## src/rtl/mdu_pkg.sv

```systemverilog
// Shared definitions for the iterative multiply/divide unit: op encodings, FSM states, constants.
package mdu_pkg;

  localparam int MDU_WIDTH = 32;

  typedef enum logic [1:0] {
    OP_MULTU = 2'b00,
    OP_MULT  = 2'b01,
    OP_DIVU  = 2'b10,
    OP_DIV   = 2'b11
  } op_e;

  typedef enum logic [2:0] {
    IDLE  = 3'd0,
    PREP  = 3'd1,
    CALC  = 3'd2,
    FIXUP = 3'd3,
    DONE  = 3'd4
  } state_e;

  // LO result of a divide by zero
  localparam logic [MDU_WIDTH-1:0] DIV0_LO = '1;

  function automatic logic op_is_signed(input op_e op);
    return op[0];
  endfunction

  function automatic logic op_is_div(input op_e op);
    return op[1];
  endfunction

endpackage

```

## src/rtl/mdu_seq_if.sv

```systemverilog
// Request/result bundle between the core (master) and the multiply/divide unit (slave).
interface mdu_seq_if
  import mdu_pkg::*;
#(
  parameter int WIDTH = MDU_WIDTH
);
  logic             start;
  logic [1:0]       op;
  logic [WIDTH-1:0] a;
  logic [WIDTH-1:0] b;
  logic             cancel;
  logic             busy;
  logic             done;
  logic             hilo_we;
  logic [WIDTH-1:0] hi_out;
  logic [WIDTH-1:0] lo_out;

  modport master (
    output start, op, a, b, cancel,
    input  busy, done, hilo_we, hi_out, lo_out
  );

  modport slave (
    input  start, op, a, b, cancel,
    output busy, done, hilo_we, hi_out, lo_out
  );
endinterface

```

## src/rtl/mdu_sign_fix.sv

```systemverilog
// Conditional two's-complement negate; used for operand abs values and result sign fixups.
module mdu_sign_fix #(
  parameter int WIDTH = 32
) (
  input  logic [WIDTH-1:0] i_val,
  input  logic             i_neg,
  output logic [WIDTH-1:0] o_val
);

  assign o_val = i_neg ? (~i_val + WIDTH'(1)) : i_val;

endmodule

```

## src/rtl/mdu_seq.sv

```systemverilog
// Iterative MULT/MULTU/DIV/DIVU unit: one bit per cycle, result + HI/LO write strobe
// WIDTH+2 edges after the start edge; cancel aborts anywhere before DONE.
module mdu_seq
  import mdu_pkg::*;
#(
  parameter int WIDTH = MDU_WIDTH
) (
  input  logic     clk,
  input  logic     rst,
  mdu_seq_if.slave bus
);

  localparam int            CW   = $clog2(WIDTH);
  localparam logic [CW-1:0] LAST = CW'(WIDTH - 1);

  state_e             r_state;
  op_e                r_op;
  logic [WIDTH-1:0]   r_a;
  logic [WIDTH-1:0]   r_b;
  logic [WIDTH-1:0]   r_dvs;
  logic [2*WIDTH-1:0] r_acc;
  logic               r_neg_q;
  logic               r_neg_r;
  logic               r_b_zero;
  logic [CW-1:0]      r_cnt;
  logic               r_busy;
  logic               r_done;
  logic [WIDTH-1:0]   r_hi;
  logic [WIDTH-1:0]   r_lo;

  logic               w_sgn;
  logic               w_div;
  logic               w_neg_a;
  logic               w_neg_b;
  logic [WIDTH-1:0]   w_a_abs;
  logic [WIDTH-1:0]   w_b_abs;
  logic [2*WIDTH-1:0] w_prod_fix;
  logic [WIDTH-1:0]   w_quo_fix;
  logic [WIDTH-1:0]   w_rem_fix;
  logic [WIDTH:0]     w_mul_sum;
  logic [WIDTH:0]     w_trial;
  logic [WIDTH:0]     w_diff;
  logic [2*WIDTH-1:0] w_acc_nxt;

  assign w_sgn   = op_is_signed(r_op);
  assign w_div   = op_is_div(r_op);
  assign w_neg_a = w_sgn & r_a[WIDTH-1];
  assign w_neg_b = w_sgn & r_b[WIDTH-1];

  mdu_sign_fix #(.WIDTH(WIDTH)) u_abs_a (
    .i_val (r_a),
    .i_neg (w_neg_a),
    .o_val (w_a_abs)
  );

  mdu_sign_fix #(.WIDTH(WIDTH)) u_abs_b (
    .i_val (r_b),
    .i_neg (w_neg_b),
    .o_val (w_b_abs)
  );

  mdu_sign_fix #(.WIDTH(2*WIDTH)) u_prod_fix (
    .i_val (r_acc),
    .i_neg (r_neg_q),
    .o_val (w_prod_fix)
  );

  mdu_sign_fix #(.WIDTH(WIDTH)) u_quo_fix (
    .i_val (r_acc[WIDTH-1:0]),
    .i_neg (r_neg_q),
    .o_val (w_quo_fix)
  );

  mdu_sign_fix #(.WIDTH(WIDTH)) u_rem_fix (
    .i_val (r_acc[2*WIDTH-1:WIDTH]),
    .i_neg (r_neg_r),
    .o_val (w_rem_fix)
  );

  // r_acc holds {upper, lower}: {partial product, multiplier} or {remainder, dividend/quotient}
  always_comb begin
    w_mul_sum = {1'b0, r_acc[2*WIDTH-1:WIDTH]} + {1'b0, r_dvs};
    w_trial   = {r_acc[2*WIDTH-1:WIDTH], r_acc[WIDTH-1]};
    w_diff    = w_trial - {1'b0, r_dvs};
    w_acc_nxt = r_acc;
    if (w_div) begin
      if (!w_diff[WIDTH]) begin
        w_acc_nxt = {w_diff[WIDTH-1:0], r_acc[WIDTH-2:0], 1'b1};
      end else begin
        w_acc_nxt = {w_trial[WIDTH-1:0], r_acc[WIDTH-2:0], 1'b0};
      end
    end else if (r_acc[0]) begin
      w_acc_nxt = {w_mul_sum, r_acc[WIDTH-1:1]};
    end else begin
      w_acc_nxt = {1'b0, r_acc[2*WIDTH-1:1]};
    end
  end

  always_ff @(posedge clk or posedge rst) begin
    if (rst) begin
      r_state  <= IDLE;
      r_op     <= OP_MULTU;
      r_a      <= '0;
      r_b      <= '0;
      r_dvs    <= '0;
      r_acc    <= '0;
      r_neg_q  <= 1'b0;
      r_neg_r  <= 1'b0;
      r_b_zero <= 1'b0;
      r_cnt    <= '0;
      r_busy   <= 1'b0;
      r_done   <= 1'b0;
      r_hi     <= '0;
      r_lo     <= '0;
    end else begin
      case (r_state)
        IDLE: begin
          if (bus.start && !bus.cancel) begin
            r_op    <= op_e'(bus.op);
            r_a     <= bus.a;
            r_b     <= bus.b;
            r_busy  <= 1'b1;
            r_state <= PREP;
          end
        end
        PREP: begin
          if (bus.cancel) begin
            r_busy  <= 1'b0;
            r_state <= IDLE;
          end else begin
            r_acc    <= {{WIDTH{1'b0}}, w_a_abs};
            r_dvs    <= w_b_abs;
            r_neg_q  <= w_neg_a ^ w_neg_b;
            r_neg_r  <= w_neg_a;
            r_b_zero <= (r_b == '0);
            r_cnt    <= '0;
            r_state  <= CALC;
          end
        end
        CALC: begin
          if (bus.cancel) begin
            r_busy  <= 1'b0;
            r_state <= IDLE;
          end else begin
            r_acc <= w_acc_nxt;
            r_cnt <= r_cnt + CW'(1);
            if (r_cnt == LAST) begin
              r_state <= FIXUP;
            end
          end
        end
        FIXUP: begin
          if (bus.cancel) begin
            r_busy  <= 1'b0;
            r_state <= IDLE;
          end else begin
            if (!w_div) begin
              r_hi <= w_prod_fix[2*WIDTH-1:WIDTH];
              r_lo <= w_prod_fix[WIDTH-1:0];
            end else if (r_b_zero) begin
              r_hi <= r_a;
              r_lo <= {WIDTH{DIV0_LO[0]}};
            end else begin
              r_hi <= w_rem_fix;
              r_lo <= w_quo_fix;
            end
            r_done  <= 1'b1;
            r_state <= DONE;
          end
        end
        DONE: begin
          // cancel is deliberately ignored here so the HI/LO write always lands
          r_done  <= 1'b0;
          r_busy  <= 1'b0;
          r_state <= IDLE;
        end
        default: begin
          r_done  <= 1'b0;
          r_busy  <= 1'b0;
          r_state <= IDLE;
        end
      endcase
    end
  end

  assign bus.busy    = r_busy;
  assign bus.done    = r_done;
  assign bus.hilo_we = r_done;
  assign bus.hi_out  = r_hi;
  assign bus.lo_out  = r_lo;

endmodule

```

## src/flat_wrapper.sv

```systemverilog
// flat-port wrapper written by rule: the top's interface ports become plain ports
module mdu_seq_flat import mdu_pkg::*;
#(
  parameter int WIDTH = MDU_WIDTH
)
  (clk, rst, bus_start, bus_op, bus_a, bus_b, bus_cancel, bus_busy, bus_done, bus_hilo_we, bus_hi_out, bus_lo_out);
  mdu_seq_if #(.WIDTH(WIDTH)) bus_i ();
  input  logic clk;
  input  logic rst;
  input wire logic [$bits(bus_i.start)-1:0] bus_start;
  input wire logic [$bits(bus_i.op)-1:0] bus_op;
  input wire logic [$bits(bus_i.a)-1:0] bus_a;
  input wire logic [$bits(bus_i.b)-1:0] bus_b;
  input wire logic [$bits(bus_i.cancel)-1:0] bus_cancel;
  output wire logic [$bits(bus_i.busy)-1:0] bus_busy;
  output wire logic [$bits(bus_i.done)-1:0] bus_done;
  output wire logic [$bits(bus_i.hilo_we)-1:0] bus_hilo_we;
  output wire logic [$bits(bus_i.hi_out)-1:0] bus_hi_out;
  output wire logic [$bits(bus_i.lo_out)-1:0] bus_lo_out;
  assign bus_i.start = bus_start;
  assign bus_i.op = bus_op;
  assign bus_i.a = bus_a;
  assign bus_i.b = bus_b;
  assign bus_i.cancel = bus_cancel;
  assign bus_busy = bus_i.busy;
  assign bus_done = bus_i.done;
  assign bus_hilo_we = bus_i.hilo_we;
  assign bus_hi_out = bus_i.hi_out;
  assign bus_lo_out = bus_i.lo_out;
  mdu_seq #(.WIDTH(WIDTH)) u_core (.clk(clk), .rst(rst), .bus(bus_i));
endmodule
```

## config.mk

```make
export PLATFORM = sky130hd
export DESIGN_NAME = mdu_seq_flat
export DESIGN_NICKNAME = d
export VERILOG_FILES = /design/src/rtl/mdu_pkg.sv /design/src/rtl/mdu_seq_if.sv /design/src/rtl/mdu_sign_fix.sv /design/src/rtl/mdu_seq.sv /design/src/flat_wrapper.sv
export SDC_FILE = /design/constraint.sdc
export NUM_CORES = 1
export LEC_CHECK = 0
export ABC_CLOCK_PERIOD_IN_PS = 13700
export BUFFER_PORTS_ARGS = -buffer_cell sky130_fd_sc_hd__buf_2
export CAP_MARGIN = 20
export CORE_MARGIN = 8
export CORE_UTILIZATION = 57
export DETAILED_ROUTE_END_ITERATION = 6
export PLACE_DENSITY = 0.76
export SYNTH_ARGS = -nofsm -noshare
export SYNTH_HDL_FRONTEND = slang
export SYNTH_SLANG_ARGS = --single-unit
export TNS_END_PERCENT = 20
```

## constraint.sdc

```tcl
create_clock -name clk -period 13.7 [get_ports clk]
set_clock_uncertainty 0.1 [all_clocks]
set_input_delay 0.685 -clock clk [delete_from_list [all_inputs] [get_ports clk]]
set_output_delay 0.685 -clock clk [all_outputs]
set_load 0.01 [all_outputs]
```

Word-level counts from Yosys, hierarchy flattened

Cells that the tools add are included.

Add/subtract/negate cells: 8
Equal/unequal tests: 10
Muxes and demuxes: 29
Bitwise gates (word level): 10
Reduce and logical (&&, ||, !) cells: 14

Operators with widths:

| kind                    | count |
|---|---|
| $mux W64                | 6 |
| $mux W32                | 8 |
| $add A32 B1 Y32 const B | 4 |
| $not A32 Y32            | 4 |
| $pmux W64 S2            | 1 |
| $add A64 B1 Y64 const B | 1 |
| $not A64 Y64            | 1 |
| $add A32 B32 Y33        | 1 |
| $sub A33 B32 Y33        | 1 |
| $logic_not A32 Y1       | 1 |
| $mux W3                 | 4 |
| $pmux W3 S4             | 1 |
| $reduce_and A2 Y1       | 6 |
| $mux W5                 | 2 |
| $pmux W5 S2             | 1 |
| $eq A3 B2 Y1 const B    | 2 |
| $ne A2 B2 Y1 const B    | 3 |
| $reduce_or A3 Y1        | 2 |
| $add A5 B1 Y5 const B   | 1 |
| $eq A5 B5 Y1 const B    | 1 |
| $ne A2 B1 Y1 const B    | 2 |
| $pmux W1 S2             | 2 |
| $eq A3 B1 Y1 const B    | 1 |
| $logic_not A3 Y1        | 1 |
| other kinds (10)        | 14 |

Flip-flop bits (word level): 239
Input bits: 70
Output and inout bits: 67
Logic and storage cells: 85

Longest topological paths before layout

Gate-level depths: netlist of the first run.

Word-level depth: 5
Gate-level depth with buffers: 13
Gate-level depth less buffers: 12

Modules after synthesis

From an unflattened synthesis of the first run, not the netlist that was laid out.

Cells, all modules: 2195
Area, all modules: 19283.5 um2

Modules (own cells, without submodules):

| module                            | instances | cells each | area an instance (um2) | seq. area each (um2) |
|---|---|---|---|---|
| mdu_seq                           | 1         | 1593       | 14526.4                | 5980.7 |
| mdu_sign_fix (u_core.u_abs_a ...) | 4         | 99         | 777.0                  | 0.0 |
| mdu_sign_fix (u_core.u_prod_fix)  | 1         | 206        | 1649.1                 | 0.0 |

Worst setup path before layout of the first run

No wires, ideal clock.

Path kind: register to register
Start point: reg u_core.r_acc[31]
End point: reg u_core.r_acc[50]
Setup time: 0.104 ns
Arrival: 3.012 ns
Required time: 13.496 ns
Setup slack: 10.484 ns
Stages on the path, launching flop included: 14
Buffers on the path: 1
Clock period less this slack: 3.216 ns
Cell sequence: dfrtp_1 inv_1 ha_1 fa_1 nand2b_1 a21o_1 a21oi_1 o31a_1 o211ai_1 a31oi_1 nor2_1 buf_2 mux2i_1 a221oi_1

Longest elaborated chain between the ends: 5

Ends and longest elaborated chain:

| item                   | RTL line       | RTL |
|---|---|---|
| start, declared        | mdu_seq.sv:21  | `logic [2*WIDTH-1:0] r_acc;` |
| start signal, assigned | mdu_seq.sv:131 | `r_acc <= {{WIDTH{1'b0}}, w_a_abs};` |
| start signal, assigned | mdu_seq.sv:145 | `r_acc <= w_acc_nxt;` |
| $sub A33 B32 Y33       | mdu_seq.sv:84  | `w_diff = w_trial - {1'b0, r_dvs};` |
| $mux W64               | mdu_seq.sv:87  | `if (!w_diff[WIDTH]) begin` |
| $mux W64               | mdu_seq.sv:86  | `if (w_div) begin` |
| $mux W64               | mdu_seq.sv:141 | `if (bus.cancel) begin` |
| $pmux W64 S2           | mdu_seq.sv:116 | `case (r_state)` |

Every way passes these cells. The select of a mux whose other input is x is not followed.
A chain may end at the register's enable or synchronous reset.

Worst setup path in the final report of the first run

Start point: reg u_core.r_acc[36]
End point: reg u_core.r_acc[32]

Same word-level chain as after synthesis.

==> results of run 1 <==
-- placed cells by master, fill, tap and decap left out, drive strengths merged, types with 5 or more instances in the layout --
cell type / count
a211oi: 24
a21boi: 5
a21o: 27
a21oi: 149
a22o: 7
a22oi: 5
a31oi: 19
and2: 15
and3: 13
buf: 155
clkbuf: 40
clkinv: 5
dfrtp: 239
ha: 70
inv: 76
mux2: 73
mux2i: 76
nand2: 239
nand2b: 14
nand3: 27
nand4: 8
nor2: 140
nor2b: 10
nor3: 34
nor3b: 5
nor4: 18
o211ai: 18
o21a: 7
o21ai: 228
o21bai: 7
o221ai: 12
o31ai: 46
o41ai: 15
or2: 13
or3: 14
or4: 20
or4b: 5
xnor2: 102
xor2: 98
-- cell families after synthesis --
group                    count (synthesis)  share of synthesized area
AO/OA/AOI/OAI                          609                      0.212
XOR/XNOR                               200                     0.0997
adder cells (fa/ha/maj)                 72                     0.0521
buffers and inverters                  211                     0.0462
flip-flops                             239                      0.340
multiplexers                           149                     0.0901
AND/OR/NAND/NOR                        591                      0.159
-- per-stage QoR --
step | setup slack (ps) | hold WS, ps | instance area, sq um | std cells | utilization
2_1_floorplan | 6360 | 362 | 17600 | 2071 | -
3_3_place_gp | 9740 | 359 | 18400 | 2486 | 0.603
3_5_place_dp | 9600 | 369 | 18400 | 2486 | 0.603
4_1_cts | 9580 | 195 | 19300 | 2535 | 0.633
5_1_grt | 9160 | 219 | 19300 | 2537 | 0.634
6_report | 9500 | 135 | 19300 | 2537 | 0.634
-- worst max-delay path, stage by stage, from the launching register on --
cell and delay [ps]:
sky130_fd_sc_hd__dfrtp_1 510, sky130_fd_sc_hd__ha_1 440, sky130_fd_sc_hd__a21oi_1 220, sky130_fd_sc_hd__nor3b_1 330, sky130_fd_sc_hd__a21oi_1 170, sky130_fd_sc_hd__o31a_1 310, sky130_fd_sc_hd__o211a_1 250, sky130_fd_sc_hd__nor4_2 750
sky130_fd_sc_hd__nor2_2 260, sky130_fd_sc_hd__buf_4 320, sky130_fd_sc_hd__mux2_2 290, sky130_fd_sc_hd__o221ai_1 140
-- layout make-up --
class,instances,share of cell area
repair buffers,155,0.0439
well taps,396,0.0256
multi-input cells,1621,0.559
flip-flops and latches,239,0.310
clock inverters,9,0.00434
clock buffers,40,0.0423
inverters,77,0.0153
-- where the power goes --
group	switching [W]	total (W)	internal (W)	leakage [nW]
Clock	0.000305	0.000736	0.000431	0.431
Sequential	0.000437	0.00140	0.000965	3.00
Combinational	0.00172	0.00291	0.00119	5.12
-- registers in the layout, indices dropped and copies added (netlist names), 2 cells and up --
| name | count |
|---|---|
| u_core.r_acc | 64 |
| u_core.bus.hi_out | 32 |
| u_core.bus.lo_out | 32 |
| u_core.r_a | 32 |
| u_core.r_b | 32 |
| u_core.r_dvs | 32 |
| u_core.r_cnt | 5 |
| u_core.r_state | 3 |
| u_core.r_op | 2 |
-- routing by layer --
metal / vias to the layer above / global-route usage
met5: - / 0
met4: 0 / 0.126
met3: 153 / 0.0337
met2: 576 / 0.470
met1: 7629 / 0.352
li1: 7517 / -
-- how the worst max path moves through the flow --
stage	startpoint	endpoint	slack [ps]	cells after the start
after global routing	u_core.r_acc[36]$_DFFE_PP0P_	u_core.r_acc[60]$_DFFE_PP0P_	9160	10
after detailed placement	u_core.r_acc[36]$_DFFE_PP0P_	u_core.r_acc[32]$_DFFE_PP0P_	9600	11
final	u_core.r_acc[36]$_DFFE_PP0P_	u_core.r_acc[32]$_DFFE_PP0P_	9500	11
after global placement	u_core.r_acc[36]$_DFFE_PP0P_	u_core.r_acc[32]$_DFFE_PP0P_	9740	11
after CTS	u_core.r_acc[36]$_DFFE_PP0P_	u_core.r_acc[32]$_DFFE_PP0P_	9580	11
after floorplan	rst	u_core.bus.busy$_DFFE_PP0P_	6360	1
-- synthesized netlist by cell type, types with 8 or more instances --
cell                       count  area share
sky130_fd_sc_hd__or2_2        11      0.0039
sky130_fd_sc_hd__dfrtp_1     239        0.34
sky130_fd_sc_hd__o221ai_1     12      0.0060
sky130_fd_sc_hd__o211ai_1     18      0.0077
sky130_fd_sc_hd__a21o_1       27       0.012
sky130_fd_sc_hd__nor3_1       33      0.0094
sky130_fd_sc_hd__o21ai_0     221       0.063
sky130_fd_sc_hd__xor2_1       98       0.049
sky130_fd_sc_hd__nand3_1      27      0.0077
sky130_fd_sc_hd__nand2b_1     13      0.0046
sky130_fd_sc_hd__clkbuf_1    113       0.024
sky130_fd_sc_hd__a31oi_1      19      0.0068
sky130_fd_sc_hd__nand4_1       8      0.0028
sky130_fd_sc_hd__buf_1        13      0.0028
sky130_fd_sc_hd__ha_1         70       0.050
sky130_fd_sc_hd__nand2_1     239       0.051
sky130_fd_sc_hd__o31ai_1      42       0.018
sky130_fd_sc_hd__xnor2_1     102       0.051
sky130_fd_sc_hd__inv_1        75       0.016
sky130_fd_sc_hd__nor2b_1      10      0.0036
sky130_fd_sc_hd__a21oi_1     149       0.042
sky130_fd_sc_hd__or3_1        14      0.0050
sky130_fd_sc_hd__or4_1        17      0.0073
sky130_fd_sc_hd__nor4_1       17      0.0061
sky130_fd_sc_hd__mux2i_1      76       0.043
sky130_fd_sc_hd__nor2_1      140       0.030
sky130_fd_sc_hd__and2_1       14      0.0050
sky130_fd_sc_hd__o41ai_1      15      0.0075
sky130_fd_sc_hd__mux2_2       73       0.047
sky130_fd_sc_hd__a211oi_1     24       0.010
sky130_fd_sc_hd__and3_1       13      0.0046
==> run_results.csv, run 1 <==
group,metric,value,unit
layout,drive_gt1_frac,0.143,
layout,layout.filler_cells,2658,
clocking,htreeDepth,1,
place,place_congestion,0.975,
route,vias_per_cell,6.26,
yosys,mappedNetlistArea,17600,sq um
worst_setup_path,regToRegStartpoint,"u_core.r_acc[36]$_DFFE_PP0P_",
sta,unrepaired_setup_endpoints_after_global_routing,"no",
route,met2RoutedLength,24700,um
grt,grt_first_pass_wirelength,82700,um
layout,count_of_nets_after_finishing,2265,
grt,gr-usage-all-layers,0.278,
yosys,synth.yosys.seq_area_share,0.340,
place,detailedPlacementHpwl,38700,um
floorplanning,dieWidth,192,um
worst_setup_path,timing.rr.end,"u_core.r_acc[32]$_DFFE_PP0P_",
place,port_buffers,136,
sta,clock.fmax,238,MHz
floorplanning,design.die.area,36700,sq um
layout,multi_input_comb_area,10800,sq um
route,detail_route.first_pass.iterations,5,
clocking,clkTransAtPathRegs,60,ps
clocking,post_cts.repair.setup_buffers,0,
grt,grt_remaining_overflow,0,
yosys,synth.net_count,2213,
sta,finalHoldViolations,0,
sta,max_slew_margin,0.257,
floorplanning,pin_count,137,
worst_hold_path,hold_class,"in2async",
route,top_layer,"met4",
sta,final_period_util,0.307,
yosys,post_synth_num_cell_types,79,
worst_setup_path,crit_path_max_fanout,14,
clocking,clock_sink_count,239,
yosys,synth_ff_type,"sky130_fd_sc_hd__dfrtp_1",
grt,first_global_vias,15300,
status,run_status,"finished, final reports clean",
power_and_ir_drop,p_total,0.00504,W
sta,setup_viol,0,
sta,timing_worst_slew_pin_value,1090,ps
power_and_ir_drop,power_density,261,nW/um^2
layout,flow.area_growth_from_synthesis,10.1,%
yosys,synth.avg_cell_area,8.48,sq um
sta,maxSlewViolCount,0,
yosys,postSynthCellCount,2071,
power_and_ir_drop,vdd_ir_drop_max,0.131,mV
sta,timing.setup.tns,0,ps
route,vias,15900,
worst_setup_path,cp-start-kind,"flop",
route,drc,0,
route,detail_route.wl_per_cell,20.6,um
worst_setup_path,worst_r2r_path_depth,11,
worst_setup_path,critPathArrivalTime,4560,ps
route,sum_of_met3_wire_segment_lengths_after_detailed_routing,3230,um
route,routed_wl,52300,um
clocking,cell_at_the_root_of_the_clock_tree,"sky130_fd_sc_hd__clkbuf_16",
floorplanning,core,30500,sq um
clocking,numCtsBuffers,29,
grt,initial_antenna_violation_count,0,
worst_setup_path,worst-setup-path-type,"reg2reg",
yosys,edff_count_synth,0,
floorplanning,initial_util,0.576,
clocking,postCtsHoldBufs,0,
worst_setup_path,r2r_setup_slk,9500,ps
route,ant_nets,0,
route,met1_length,21800,um
clocking,clock_tree.buffer_depth,3,
layout,antenna-diode-count,0,
worst_setup_path,required,14060,ps
clocking,clock_tree_from_tritoncts,"built",
yosys,async_reset_ff_frac,1.00,
clocking,clock_latency,560,ps
worst_setup_path,worstSetupEndpointType,"flop",
clocking,ctsResizeCount,0,
route,drt_first_iter_violations,1246,
layout,sequential_cell_area,5990,sq um
yosys,yosys_warnings,0,
yosys,ys_seq_elements,239,
floorplanning,floorplan.rows,64,
grt,largest_net_degree_at_the_start_of_global_routing,115,
sta,final_period_minus_worst_setup_slack,4200,ps
run,max_cap_viol_count,0,
power_and_ir_drop,leakagePower,8.55,nW
floorplanning,die_height,192,um
No activity file was read; power rests on OpenSTA's default activity.
==> inputs of run 2 (changes only) <==
--- a/config.mk
+++ b/config.mk
@@ -5,13 +5,13 @@
 export SDC_FILE = /design/constraint.sdc
 export NUM_CORES = 1
 export LEC_CHECK = 0
-export ABC_CLOCK_PERIOD_IN_PS = 13700
+export ABC_CLOCK_PERIOD_IN_PS = 3600
 export BUFFER_PORTS_ARGS = -buffer_cell sky130_fd_sc_hd__buf_2
 export CAP_MARGIN = 20
 export CORE_MARGIN = 8
-export CORE_UTILIZATION = 57
+export CORE_UTILIZATION = 56
 export DETAILED_ROUTE_END_ITERATION = 6
-export PLACE_DENSITY = 0.76
+export PLACE_DENSITY = 0.78
 export SYNTH_ARGS = -nofsm -noshare
 export SYNTH_HDL_FRONTEND = slang
 export SYNTH_SLANG_ARGS = --single-unit
==> constraint.sdc (replaced) <==
create_clock -name clk -period 3.6 [get_ports clk]
set_clock_uncertainty 0.1 [all_clocks]
set_input_delay 0.18 -clock clk [delete_from_list [all_inputs] [get_ports clk]]
set_output_delay 0.18 -clock clk [all_outputs]
set_load 0.01 [all_outputs]
==> run 2 against run 1 <==
  * Final cell count up 6.1%
  * Power rose to 4.1 times the previous value
  * Sequential power rose to 3.6 times the previous value
  * Utilization up 3.4 points
  * Critical endpoint is now u_core.r_acc[56]$_DFFE_PP0P_
  * Highest routed layer unchanged
==> run_results.csv, run 2 (synthesized netlist as in run 1, its figures left out) <==
group,metric,value,unit
worst_setup_path,critPathArrivalTime,3830,ps
clocking,clock_sink_count,239,
grt,grt_remaining_overflow,0,
layout,leading_cell_type_in_the_layout_fill_and_taps_excluded,"sky130_fd_sc_hd__nand2_1",
power_and_ir_drop,leakagePower,9.31,nW
layout,largest_register,"u_core.r_acc",
layout,layout.filler_cells,2631,
place,place_congestion,0.974,
layout,count_of_nets_after_finishing,2414,
route,vias_per_cell,6.18,
sta,setup_viol,0,
layout,final_cell_mix,"239 x sky130_fd_sc_hd__nand2_1, 235 x sky130_fd_sc_hd__dfrtp_1, 220 x sky130_fd_sc_hd__o21ai_0",
floorplanning,dieWidth,193,um
floorplanning,pin_count,137,
grt,grt_first_pass_wirelength,90000,um
layout,drive_gt1_frac,0.173,
route,top_layer,"met4",
clocking,clock_latency,590,ps
layout,flow.area_growth_from_synthesis,18.7,%
worst_setup_path,r2r_setup_slk,130,ps
worst_setup_path,cp-start-kind,"flop",
clocking,clkTransAtPathRegs,70,ps
worst_setup_path,worstSetupEndpointType,"flop",
grt,largest_net_degree_at_the_start_of_global_routing,89,
worst_setup_path,crit_path_max_fanout,9,
clocking,htreeDepth,1,
sta,maxSlewViolCount,0,
clocking,clock_tree_from_tritoncts,"built",
route,ant_nets,0,
worst_setup_path,cpLargestDelayFamily,"compound AO/OA/AOI/OAI gates",
floorplanning,die_height,193,um
route,sum_of_met3_wire_segment_lengths_after_detailed_routing,3850,um
layout,final_design_area_no_fill,20800,sq um
worst_setup_path,worst-setup-path-type,"reg2reg",
power_and_ir_drop,p_total,0.0207,W
power_and_ir_drop,power_density,991,nW/um^2
worst_hold_path,hold_class,"in2async",
worst_setup_path,path_cells,"ha_1 -> o21ai_0 -> o211ai_1 -> nand3_1 -> o211ai_1 -> a41oi_1 -> o31ai_1 -> xor2_1 -> a211oi_1 -> o21ai_0",
power_and_ir_drop,vdd_ir_drop_max,0.541,mV
route,detail_route.wl_per_cell,21.3,um
place,dpl-instance-area,19100,sq um
sta,finalHoldViolations,0,
clocking,numCtsBuffers,27,
floorplanning,core,31200,sq um
layout,end_of_flow_core_utilization,0.668,
layout,antenna-diode-count,0,
layout,largest_register_ffs,64,
sta,timing.hold.ws,251,ps
clocking,clock_tree.buffer_depth,3,
floorplanning,floorplan.rows,65,
floorplanning,design.die.area,37300,sq um
route,met1_length,23000,um
grt,initial_antenna_violation_count,0,
route,routed_wl,57300,um
sta,unrepaired_setup_endpoints_after_global_routing,"yes",
status,run_status,"finished, final reports clean",
sta,max_slew_margin,0.340,
place,port_buffers,136,
place,detailedPlacementHpwl,41900,um
sta,final_period_util,0.965,
floorplanning,initial_util,0.563,
clocking,cell_at_the_root_of_the_clock_tree,"sky130_fd_sc_hd__clkbuf_16",
sta,clock.fmax,288,MHz
route,vias,16600,
worst_setup_path,slowest_delay,530,ps
sta,final_period_minus_worst_setup_slack,3470,ps
grt,gr-usage-all-layers,0.305,
sta,timing_worst_slew_pin_value,990,ps
worst_setup_path,critical_path.slowest_cell,"sky130_fd_sc_hd__dfrtp_1",
clocking,post_cts.repair.setup_buffers,0,
worst_setup_path,required,3960,ps
route,met2RoutedLength,27300,um
route,drt_first_iter_violations,1332,
grt,first_global_vias,16600,
run,max_cap_viol_count,0,
route,drc,0,
route,detail_route.first_pass.iterations,6,
worst_setup_path,worstPathBufferInverterCount,0,
[run 2: path summary, 6_finish.rpt]
kind | start | end | cells past startpoint
max reg2reg | u_core.r_acc[34]$_DFFE_PP0P_ | u_core.r_acc[56]$_DFFE_PP0P_ | 10
max | u_core.r_acc[34]$_DFFE_PP0P_ | u_core.r_acc[56]$_DFFE_PP0P_ | 10
max in group asynchronous | rst | u_core.r_b_zero$_DFFE_PP0P_ | 4
min in group clk | bus_a[21] | u_core.r_a[21]$_DFFE_PP0P_ | 3
min | rst | u_core.r_state[2]$_DFFE_PP0P_ | 3
min reg2reg | u_core.bus.hi_out[12]$_DFFE_PP0P_ | u_core.bus.hi_out[12]$_DFFE_PP0P_ | 1
[run 2: layout make-up]
| cell class | count | area [sq um] | share of cell area |
|---|---|---|---|
| tap | 402 | 503 | 0.0241 |
| inverter | 77 | 293 | 0.0140 |
| multi-input combinational | 1621 | 10900 | 0.522 |
| clock buffer | 35 | 746 | 0.0358 |
| clock inverter | 12 | 206 | 0.00990 |
| sequential | 239 | 5990 | 0.287 |
| timing repair buffer | 306 | 2230 | 0.107 |
[run 2: worst min-delay path: stages]
cell and delay [ps]:
sky130_fd_sc_hd__dlygate4sd3_1 530, sky130_fd_sc_hd__buf_2 130, sky130_fd_sc_hd__clkinvlp_4 620
[run 2: through the flow]
stage | setup TNS, ps | setup WS (ps) | cells
after floorplan | 0 | 186 | 2071
after global placement | 0 | 168 | 2575
after detailed placement | 0 | 78.3 | 2575
after CTS | 0 | 66.9 | 2692
after global routing | -14.7 | -14.7 | 2692
final | 0 | 126 | 2692
[run 2: where the power goes]
| group | leakage, nW | internal, W | switching [W] | total, W |
|---|---|---|---|---|
| logic | 5.85 | 0.00538 | 0.00718 | 0.0126 |
| registers | 2.99 | 0.00368 | 0.00139 | 0.00508 |
| clock network | 0.467 | 0.00182 | 0.00121 | 0.00302 |
| total | 9.31 | 0.0109 | 0.00978 | 0.0207 |
[run 2: layer usage]
layer | GRT usage | vias to the layer above
met4 | 0.158 | 0
li1 | - | 7805
met3 | 0.0412 | 198
met1 | 0.372 | 7966
met2 | 0.522 | 677
met5 | 0 | -
[run 2: what timing repair did]
item                                    CTS  global route
hold buffers                             70             0
endpoints found under the setup margin    0             9
gates resized for setup                   0            15
endpoints found under the hold margin    98             0
==> inputs of run 3 (changes only) <==
--- a/config.mk
+++ b/config.mk
@@ -6,12 +6,12 @@
 export NUM_CORES = 1
 export LEC_CHECK = 0
 export ABC_CLOCK_PERIOD_IN_PS = 3600
-export BUFFER_PORTS_ARGS = -buffer_cell sky130_fd_sc_hd__buf_2
 export CAP_MARGIN = 20
 export CORE_MARGIN = 8
-export CORE_UTILIZATION = 56
+export CORE_UTILIZATION = 55
 export DETAILED_ROUTE_END_ITERATION = 6
-export PLACE_DENSITY = 0.78
+export DONT_BUFFER_PORTS = 1
+export PLACE_DENSITY = 0.73
 export SYNTH_ARGS = -nofsm -noshare
 export SYNTH_HDL_FRONTEND = slang
 export SYNTH_SLANG_ARGS = --single-unit
==> run 3 against run 2 <==
  * Clock power fell by 5%
  * Flip-flop and latch count unchanged
  * Largest cell class unchanged
  * Non-clock buffer count shrank 146
  * Register-to-register slack got worse by 120 ps
==> run_results.csv, run 3 (synthesized netlist as in run 1, its figures left out) <==
group,metric,value,unit
sta,setup_viol,0,
grt,largest_net_degree_at_the_start_of_global_routing,155,
floorplanning,pin_count,137,
layout,count_of_nets_after_finishing,2269,
route,vias_per_cell,6.24,
route,met1_length,22700,um
layout,drive_gt1_frac,0.120,
clocking,numCtsBuffers,28,
place,place_worst_setup_slack,61.8,ps
clocking,clock_sink_count,239,
sta,maxSlewViolCount,0,
sta,timing_worst_slew_pin_value,990,ps
route,met2RoutedLength,26000,um
grt,initial_antenna_violation_count,1,
worst_hold_path,hold_class,"in2async",
sta,max_slew_margin,0.340,
layout,fin_cells,2550,
floorplanning,core,31500,sq um
floorplanning,design.die.area,37900,sq um
route,vias,15900,
worst_setup_path,cpLargestDelayFamily,"simple AND/OR/NAND/NOR gates",
sta,final_period_util,0.999,
worst_setup_path,slowest_delay,540,ps
sta,unrepaired_setup_endpoints_after_global_routing,"yes",
worst_setup_path,path_cells,"or4_1 -> or3_1 -> nor3_2 -> nand3b_1 -> buf_4 -> or3_1 -> o31ai_1 -> xor2_1 -> o221ai_1",
worst_setup_path,worst-setup-path-type,"reg2reg",
place,dpl-instance-area,18300,sq um
place,place_congestion,0.944,
route,drc,0,
worst_setup_path,worstSetupEndpointType,"flop",
worst_setup_path,critical_path.slowest_cell,"sky130_fd_sc_hd__or4_1",
layout,largest_register,"u_core.r_acc",
worst_setup_path,crit_path_max_fanout,15,
power_and_ir_drop,leakagePower,8.63,nW
status,run_status,"finished, final reports clean",
clocking,cell_at_the_root_of_the_clock_tree,"sky130_fd_sc_hd__clkbuf_16",
worst_setup_path,critPathArrivalTime,3920,ps
layout,end_of_flow_core_utilization,0.636,
run,max_cap_viol_count,0,
clocking,htreeDepth,1,
layout,flow.area_growth_from_synthesis,13.9,%
grt,gr-usage-all-layers,0.283,
power_and_ir_drop,vdd_ir_drop_max,0.513,mV
place,detailedPlacementHpwl,40100,um
clocking,clock_latency,580,ps
sta,timing.hold.ws,5.72,ps
worst_setup_path,cp-start-kind,"flop",
floorplanning,dieWidth,195,um
route,ant_nets,0,
sta,clock.fmax,278,MHz
sta,final_critical_path_setup_slack,4.66,ps
grt,grt_first_pass_wirelength,87400,um
place,port_buffers,0,
clocking,clkTransAtPathRegs,60,ps
route,sum_of_met3_wire_segment_lengths_after_detailed_routing,3560,um
worst_setup_path,worstPathBufferInverterCount,1,
sta,finalHoldViolations,0,
floorplanning,floorplan.rows,65,
route,routed_wl,54900,um
grt,first_global_vias,15600,
sta,final_period_minus_worst_setup_slack,3600,ps
route,top_layer,"met4",
layout,final_design_area_no_fill,20000,sq um
worst_setup_path,required,3930,ps
layout,leading_cell_type_in_the_layout_fill_and_taps_excluded,"sky130_fd_sc_hd__nand2_1",
worst_setup_path,critPathMostFrequentCell,"sky130_fd_sc_hd__or3_1",
place,place.detailed.instances,2428,
layout,final_cell_mix,"239 x sky130_fd_sc_hd__nand2_1, 234 x sky130_fd_sc_hd__dfrtp_1, 220 x sky130_fd_sc_hd__o21ai_0",
route,drt_first_iter_violations,1254,
layout,largest_register_ffs,64,
floorplanning,initial_util,0.558,
clocking,clock_tree_from_tritoncts,"built",
floorplanning,die_height,195,um
route,detail_route.wl_per_cell,21.5,um
grt,grt_remaining_overflow,0,
clocking,clock_tree.buffer_depth,3,
power_and_ir_drop,power_density,994,nW/um^2
route,detail_route.first_pass.iterations,6,
## run 3: changes by cell type in the layout (fill, tap and decap cells not counted), sizes merged
cell,delta
buf,-146
clkinvlp,+3
clkinv,+3
diode,+1
bufinv,-3
## run 3: cell type report
type	count	area, sq um
Timing Repair Buffer	160	1440
Multi-Input combinational cell	1621	10900
Antenna cell	1	2.50
Inverter	77	293
Clock inverter	15	158
Fill cell	2683	11500
Clock buffer	35	757
Tap cell	402	503
Sequential cell	239	5990
## run 3: path summary, 6_finish.rpt
check | endpoint | slack [ps] | start | cells past startpoint
max in group asynchronous | u_core.r_op[1]$_DFFE_PP0P_ | 2090 | rst | 3
worst max register to register | u_core.bus.hi_out[22]$_DFFE_PP0P_ | 5 | u_core.r_acc[24]$_DFFE_PP0P_ | 9
worst min register to register | u_core.r_cnt[4]$_DFFE_PP0P_ | 410 | u_core.r_cnt[4]$_DFFE_PP0P_ | 1
worst min-delay path | u_core.bus.busy$_DFFE_PP0P_ | 6 | rst | 2
min in group clk | u_core.r_acc[25]$_DFFE_PP0P_ | 130 | bus_cancel | 5
worst max-delay path | u_core.bus.hi_out[22]$_DFFE_PP0P_ | 5 | u_core.r_acc[24]$_DFFE_PP0P_ | 9
## run 3: routing by layer
metal	vias to the layer above	track usage
met5	-	0
met4	0	0.130
met3	143	0.0416
met2	560	0.474
met1	7665	0.356
li1	7541	-
## run 3: power by group
group | internal (W) | switching (W)
sequential | 0.00368 | 0.00167
clock | 0.00164 | 0.00123
combinational | 0.00505 | 0.00663
total | 0.0104 | 0.00953
## run 3: what timing repair did
item,in CTS,in global routing
resized for setup,0,17
hold buffers,70,0
endpoints found under the hold margin,91,0
endpoints found under the setup margin,0,11
buffers inserted,0,1
## run 3: stage by stage
stage | setup TNS, ps | total power (W)
2_1_floorplan | 0 | 0.0131
3_3_place_gp | -56.7 | 0.0164
3_5_place_dp | 0 | 0.0166
4_1_cts | 0 | 0.0196
5_1_grt | -182 | 0.0213
6_report | 0 | 0.0199
## run 3: worst register-to-register path, cell delays in order, from the launching register on
cell and delay, ps:
sky130_fd_sc_hd__dfrtp_1 490, sky130_fd_sc_hd__or4_1 540, sky130_fd_sc_hd__or3_1 390, sky130_fd_sc_hd__nor3_2 300, sky130_fd_sc_hd__nand3b_1 150, sky130_fd_sc_hd__buf_4 230, sky130_fd_sc_hd__or3_1 460, sky130_fd_sc_hd__o31ai_1 320
sky130_fd_sc_hd__xor2_1 300, sky130_fd_sc_hd__o221ai_1 180
